File: src/rtl/instr_mem_loader.sv
// Boot loader: parses a framed byte stream and writes the program image
// into the instruction RAM write port, holding the core until it checks.
//
// Ports:
//   clk, rst    system clock, async active-high reset
//   s_valid     byte valid from the source
//   s_data      byte from the source
//   s_ready     loader accepts a byte (1 in every state after reset)
//   mem_we      one-cycle word write strobe
//   mem_addr    word address of the write
//   mem_wdata   assembled instruction word
//   core_hold   1 = core held in reset
//   load_done   image loaded with a good checksum (sticky)
//   load_err    frame error (sticky)
//
// Frame: SYNC, LEN lo, LEN hi, LEN x 4 data bytes (LE), CSUM.
// ADDR_W must be at most 15 so the word count fits the 16-bit LEN field.
module instr_mem_loader #(
    parameter int          ADDR_W    = 10,
    parameter logic [7:0]  SYNC_BYTE = 8'hA5
) (
    input  logic              clk,
    input  logic              rst,
    input  logic              s_valid,
    input  logic [7:0]        s_data,
    output logic              s_ready,
    output logic              mem_we,
    output logic [ADDR_W-1:0] mem_addr,
    output logic [31:0]       mem_wdata,
    output logic              core_hold,
    output logic              load_done,
    output logic              load_err
);

    typedef enum logic [2:0] {
        S_IDLE,
        S_LEN0,
        S_LEN1,
        S_DATA,
        S_CSUM,
        S_DONE,
        S_ERR
    } state_t;

    localparam logic [16:0] LEN_MAX = 17'd1 << ADDR_W;

    state_t            state_q, state_d;
    logic [7:0]        sum_q, sum_d;
    logic [7:0]        len_lo_q, len_lo_d;
    logic [ADDR_W:0]   len_q, len_d;
    logic [1:0]        lane_q, lane_d;
    logic [ADDR_W:0]   wcnt_q, wcnt_d;
    logic [23:0]       asm_q, asm_d;
    logic              we_q, we_d;
    logic [ADDR_W-1:0] addr_q, addr_d;
    logic [31:0]       wdata_q, wdata_d;
    logic              hold_q, hold_d;
    logic              done_q, done_d;
    logic              err_q, err_d;
    logic              rdy_q;

    logic              accept;
    logic [15:0]       len_full;
    logic [ADDR_W:0]   wcnt_inc;
    logic [7:0]        sum_add;

    assign accept   = s_valid & rdy_q;
    assign len_full = {s_data, len_lo_q};
    assign wcnt_inc = wcnt_q + {{ADDR_W{1'b0}}, 1'b1};
    assign sum_add  = sum_q + s_data;

    always_comb begin
        state_d  = state_q;
        sum_d    = sum_q;
        len_lo_d = len_lo_q;
        len_d    = len_q;
        lane_d   = lane_q;
        wcnt_d   = wcnt_q;
        asm_d    = asm_q;
        we_d     = 1'b0;
        addr_d   = addr_q;
        wdata_d  = wdata_q;
        hold_d   = hold_q;
        done_d   = done_q;
        err_d    = err_q;
        if (accept) begin
            unique case (state_q)
                S_IDLE, S_DONE, S_ERR: begin
                    // SYNC restarts a load from any resting state
                    if (s_data == SYNC_BYTE) begin
                        state_d = S_LEN0;
                        sum_d   = 8'd0;
                        lane_d  = 2'd0;
                        wcnt_d  = '0;
                        hold_d  = 1'b1;
                        done_d  = 1'b0;
                        err_d   = 1'b0;
                    end
                end
                S_LEN0: begin
                    len_lo_d = s_data;
                    sum_d    = sum_add;
                    state_d  = S_LEN1;
                end
                S_LEN1: begin
                    sum_d = sum_add;
                    len_d = len_full[ADDR_W:0];
                    if ({1'b0, len_full} > LEN_MAX) begin
                        state_d = S_ERR;
                        err_d   = 1'b1;
                    end else if (len_full == 16'd0) begin
                        state_d = S_CSUM;
                    end else begin
                        state_d = S_DATA;
                    end
                end
                S_DATA: begin
                    sum_d  = sum_add;
                    lane_d = lane_q + 2'd1;
                    unique case (lane_q)
                        2'd0: asm_d[7:0]   = s_data;
                        2'd1: asm_d[15:8]  = s_data;
                        2'd2: asm_d[23:16] = s_data;
                        default: begin
                            // last lane: word goes out next cycle
                            we_d    = 1'b1;
                            addr_d  = wcnt_q[ADDR_W-1:0];
                            wdata_d = {s_data, asm_q};
                            wcnt_d  = wcnt_inc;
                            if (wcnt_inc == len_q) begin
                                state_d = S_CSUM;
                            end
                        end
                    endcase
                end
                S_CSUM: begin
                    if (s_data == sum_q) begin
                        state_d = S_DONE;
                        hold_d  = 1'b0;
                        done_d  = 1'b1;
                    end else begin
                        state_d = S_ERR;
                        err_d   = 1'b1;
                    end
                end
                default: state_d = S_IDLE;
            endcase
        end
    end

    always_ff @(posedge clk or posedge rst) begin
        if (rst) begin
            state_q  <= S_IDLE;
            sum_q    <= 8'd0;
            len_lo_q <= 8'd0;
            len_q    <= '0;
            lane_q   <= 2'd0;
            wcnt_q   <= '0;
            asm_q    <= 24'd0;
            we_q     <= 1'b0;
            addr_q   <= '0;
            wdata_q  <= 32'd0;
            hold_q   <= 1'b1;
            done_q   <= 1'b0;
            err_q    <= 1'b0;
            rdy_q    <= 1'b0;
        end else begin
            state_q  <= state_d;
            sum_q    <= sum_d;
            len_lo_q <= len_lo_d;
            len_q    <= len_d;
            lane_q   <= lane_d;
            wcnt_q   <= wcnt_d;
            asm_q    <= asm_d;
            we_q     <= we_d;
            addr_q   <= addr_d;
            wdata_q  <= wdata_d;
            hold_q   <= hold_d;
            done_q   <= done_d;
            err_q    <= err_d;
            rdy_q    <= 1'b1;
        end
    end

    assign s_ready   = rdy_q;
    assign mem_we    = we_q;
    assign mem_addr  = addr_q;
    assign mem_wdata = wdata_q;
    assign core_hold = hold_q;
    assign load_done = done_q;
    assign load_err  = err_q;

endmodule

File: config.mk
export PLATFORM = sky130hd
export DESIGN_NAME = instr_mem_loader
export DESIGN_NICKNAME = d
export VERILOG_FILES = /design/src/rtl/instr_mem_loader.sv
export SDC_FILE = /design/constraint.sdc
export NUM_CORES = 1
export LEC_CHECK = 0
export BUFFER_PORTS_ARGS = -buffer_cell sky130_fd_sc_hd__buf_2
export CORE_MARGIN = 10
export CORE_UTILIZATION = 50
export DETAILED_ROUTE_END_ITERATION = 8
export PLACE_DENSITY = 0.7
export REMOVE_ABC_BUFFERS = 1
export SLEW_MARGIN = 5
export SYNTH_ARGS = -nofsm -noshare
export SYNTH_HDL_FRONTEND = slang
export SYNTH_SLANG_ARGS = --single-unit
File: constraint.sdc
create_clock -name clk -period 8.1 [get_ports clk]
set_input_delay 0.405 -clock clk [delete_from_list [all_inputs] [get_ports clk]]
set_output_delay 0.405 -clock clk [all_outputs]
set_load 0.05 [all_outputs]
* Word level (Yosys, flattened, before mapping)
Cells that the tools add are included.
** Word-level totals
- Word-level logic and storage cells :: 87
- Register bits after elaboration :: 114
** Operators by class
- Add/subtract/negate cells :: 3
- Bitwise logic cells :: 2
- Mux-type cells :: 26
- Equal/unequal tests :: 17
- Magnitude comparators :: 1
- Reduce and logical (&&, ||, !) cells :: 22
** Operators by type and width (count)
- 2-to-1 mux 11 bit :: 2
- case mux 11 bit (2 select lines) :: 1
- AND reduction 3 bit :: 6
- greater-than comparator 16 x 11 -> 1 bit, second input constant :: 1
- zero test 16 bit :: 1
- case mux 8 bit (2 select lines) :: 1
- 2-to-1 mux 3 bit :: 5
- case mux 3 bit (5 select lines) :: 1
- != test 2 bit, second input constant :: 6
- AND reduction 4 bit :: 3
- adder 11 x 1 -> 11 bit, second input constant :: 1
- equality test 11 bit :: 1
- equality test 3 bit, second input constant :: 3
- 2-to-1 mux 1 bit :: 9
- OR reduction 3 bit :: 3
- adder 8 bit :: 1
- equality test 8 bit :: 1
- equality test 8 bit, second input constant :: 1
- 2-to-1 mux 8 bit :: 1
- equality test 3 x 2 -> 1 bit, second input constant :: 2
- nonzero test 2 bit :: 3
- AND reduction 5 bit :: 1
- 2-to-1 mux 2 bit :: 2
- case mux 1 bit (2 select lines) :: 2
- other kinds (12) :: 13

* Depth between registers and ports, before layout
- Depth in word-level cells :: 5
- Gate-level depth with buffers :: 9
- Gate-level depth less buffers :: 9

* Least setup slack after synthesis
Ideal clock, no wire load.
- Kind :: reg2reg
- From :: reg rdy_q, in the netlist s_ready
- To :: reg len_q[0]
- Required time :: 7.975 ns
- Buffers on the path :: 1
- Setup time :: 0.125 ns
- Stages on the path, launching flop included :: 5
- Arrival time :: 1.942 ns
- Clock period less this slack :: 2.067 ns
- Setup slack :: 6.033 ns
- Path through :: dfrtp_1 > nand2_1 > nor3b_1 > clkbuf_1 > mux2_2
** Between the ends
- Longest elaborated chain between the ends :: 2
** RTL lines
- start: declaration :: RTL line 60 : logic rdy_q;
- start signal: assignment :: RTL line 166 : rdy_q <= 1'b0;
- start signal: assignment :: RTL line 181 : rdy_q <= 1'b1;
- bitwise AND 1 bit :: RTL line 67 : assign accept = s_valid & rdy_q;
- AND reduction 2 bit (no source line)
- end signal: assignment :: RTL line 171 : len_q <= len_d;
- end: declaration :: RTL line 50 : logic [ADDR_W:0] len_q, len_d;
Every way passes these cells.
A chain may end at the register's enable or synchronous reset.

* Final worst setup path
- From :: reg state_q[1]
- To :: reg wcnt_q[9]
** Between the ends
- Longest elaborated chain between the ends :: 4
- Elaborated cells on any way between the ends :: 10
- Those cells by class :: 5 x eq/ne; 1 x mux; 4 x reduce/logical
** RTL lines
- start: declaration :: RTL line 47 : state_t state_q, state_d;
- start signal: assignment :: RTL line 168 : state_q <= state_d;
- equality test 3 bit / zero test 3 bit (equally long branches) :: RTL line 87 : unique case (state_q)
- OR reduction 3 bit :: RTL line 87
- != test 2 bit (no source line) / nonzero test 2 bit (equally long branches)
- AND reduction 4 bit (no source line)
- end signal: assignment :: RTL line 173 : wcnt_q <= wcnt_d;
- end: declaration :: RTL line 52 : logic [ADDR_W:0] wcnt_q, wcnt_d;
Several ways; a longest one is shown, not always the timed one.

==> run_results.csv <==
group,metric,value,unit
status,outcome,"completed",
clock_network,cts_htree_levels,4,
synth,synthTopCellsByArea,"dfrtp_1, nand2_1, mux2_2",
global_routing,grt_max_degree,77,
sta,tightest_slew,1020,ps
synth,syn_area_per_cell,10.0,um2
sta,slew_headroom,0.317,
sta,rsz0062_at_grt,"false",
power,pwr-share-comb,0.252,
route,totalWireLength,11800,um
clock_network,cts_sinks,114,
route,remaining_drc_errors,0,
global_routing,antenna_found_initial,0,
sta,fin_skew,13.4,ps
synth,seq_area_frac_synth,0.534,
synth,yosys-top-cells-count,"nand2_1, dfrtp_1, mux2_2, o21ai_0, nor2_1",
global_routing,grt_pass1_wl,19800,um
synth,synth.top_cell.area_share,0.530,
synth,ys_types,57,
run,cap_violations,0,
worst_setup_path,worstSetupPathType,"flip-flop to flip-flop",
synth,synth_area,5340,um2
sta,fmax,0.306,GHz
min_path,hold_class,"input pin to flip-flop",
clock_network,cts_setup_buffers,0,
power,switching_power,0.000623,W
worst_setup_path,critPathArrivalTime,3670,ps
global_routing,track_usage,0.164,
power,swShare,0.312,
sta,setup_viol_count_final,0,
sta,tns,0,ps
route,dr.pass1.iters,4,
clock_network,clockBufferDepth,2,
placed_design,port_buffers,57,
clock_network,cts_tree,"yes",
synth,ys_ff_latch,114,
clock_network,cts_buffers,17,
die,fp.dieH,123,um
sta,hold_slack,206,ps
global_routing,grt_pass1_vias,3960,
global_routing,grt-ovfl-total,0,
sta,finalCriticalPeriod,3270,ps
worst_setup_path,endpoint_kind,"flip-flop",
synth,syn_inst,532,
power,seqPwrFrac,0.398,
die,die_area,15200,um2
synth,synth_warnings,0,
finish,final_nets,613,
synth,synthArstFlopShare,1.00,
synth,synth_edf_count,0,
sta,finalHoldViolCount,0,
route,drtAntennaViolNets,0,
sta,drv_slew,0,
die,num_io_pins,58,
clock_network,cts_hold_buffers,1,
route,routedWlPerCell,16.0,um
worst_setup_path,crit_required,8500,ps
die,start_util,0.515,
placed_design,hpwlAfterDp,8080,um
die,rows,37,
placed_design,place_area,5730,um2
power,intPower,0.00138,W
route,viasPerCell,5.46,
worst_setup_path,path_max_fanout,56,
synth,synthDominantAreaCellType,"dfrtp_1",
clock_network,cts_resized,0,
power,p_per_area,317,nW/um2
power,clkPwrFrac,0.350,
finish,syn_to_final_growth,18.0,%
finish,stdcell_area,6300,um2
finish,drive_above_1_share,0.233,
die,core_area,10400,um2
route,dr.first_iter.drc_count,232,
finish,n_fill_cell,880,
placed_design,gp_congestion,0.809,
synth,synthMostInstantiatedCell,"nand2_1",
power,p_leak,3.22,nW
route,vias,4032,
worst_setup_path,start_kind,"flip-flop",
clock_network,clock_latency,510,ps
finish,antenna_cells,0,
clock_network,path_clk_slew,50,ps
power,ir_drop,176,uV
sta,fin_crit_sh,0.404,
clock_network,clockRootBuffer,"clkbuf_8",
synth,ys.flop_type,"dfrtp_1",
die,die_w,123,um
cell families after synthesis:
kind of cell	count (synthesis)	share of synthesized area
XOR/XNOR	18	0.0295
multiplexers	43	0.0900
flip-flops	114	0.534
adder cells (fa/ha/maj)	13	0.0319
AND/OR/NAND/NOR	226	0.188
AO/OA/AOI/OAI	81	0.0982
other	1	0.000702
buffers and inverters	36	0.0269
final timing paths:
kind	cells past startpoint	slack, ps	start	to
setup reg to reg	8	4830	state_q[1]	wcnt_q[9]
max in group asynchronous	4	6310	rst	wcnt_q[7]
min in group asynchronous	3	480	rst	mem_wdata[11]
setup / recovery	8	4830	state_q[1]	wcnt_q[9]
hold reg to reg	2	460	asm_q[19]	mem_wdata[19]
hold / removal	3	210	s_data[4]	mem_wdata[28]
flip-flops by register name, summed over array words and instances (netlist names):
name       flops
asm_q         24
core_hold      1
lane_q         2
len_lo_q       8
len_q         11
load_done      1
load_err       1
mem_addr      10
mem_wdata     32
mem_we         1
s_ready        1
state_q        3
sum_q          8
wcnt_q        11
critical path: stages (launching register included):
cell and delay, ps:
dfrtp_1 570, nor2b_1 320, and4_1 370, nand2_2 600, inv_1 430, buf_4 440, and2_1 190, o21ai_0 70
o31ai_1 100
metrics by stage:
step	util	power, W	std cells	setup slack (ps)
finish	0.608	0.00200	738	4830
global route	0.608	0.00211	738	4500
CTS	0.608	0.00201	738	4820
detailed placement	0.552	0.00130	705	4850
global placement	0.552	0.00128	705	4990
floorplan	-	0.00118	509	4680
power by group through the flow:
stage | clock network [W] | logic, W | registers, W
global placement | 0 | 0.000485 | 0.000796
floorplan | 0 | 0.000366 | 0.000814
global route | 0.000738 | 0.000564 | 0.000811
finish | 0.000700 | 0.000504 | 0.000795
CTS | 0.000710 | 0.000506 | 0.000794
detailed placement | 0 | 0.000501 | 0.000802
per-layer routing:
metal | global-route usage | share of wire | vias up
li1 | - | - | 1940
met1 | 0.214 | 0.45 | 1978
met2 | 0.255 | 0.47 | 92
met3 | 0.0410 | 0.060 | 22
met4 | 0.0691 | 0.018 | 0
met5 | 0 | 0 | -
cells in the final DEF, fill, tap and decap left out, types with 3 or more instances in the layout:
master and count:
buf_2 57, nor2_1 19, nand2_1 150, clkbuf_1 3, clkbuf_16 16, or3_1 4, or2_2 4, a22o_1 4
clkinv_2 5, clkbuf_8 3, nand3_1 12, mux2i_1 3, xnor2_1 11, a211oi_1 3, buf_4 3, nand4_1 3
a21oi_1 8, xor2_1 7, o211a_1 3, mux2_2 40, o21a_1 3, nor2b_1 5, inv_1 12, o21ai_0 35
nor3b_1 3, ha_1 12, o31ai_1 4, and2_1 3, dfrtp_1 113, nor3_1 8
cell type report:
| cell class | instances | area, um2 | area share |
|---|---|---|---|
| well taps | 136 | 170 | 0.0270 |
| repair buffers | 61 | 318 | 0.0504 |
| clock buffers | 22 | 453 | 0.0719 |
| inverters | 13 | 51.3 | 0.00814 |
| multi-input cells | 382 | 2340 | 0.372 |
| clock inverters | 10 | 109 | 0.0173 |
| flip-flops and latches | 114 | 2850 | 0.453 |
(Power assumes the default switching activity.)
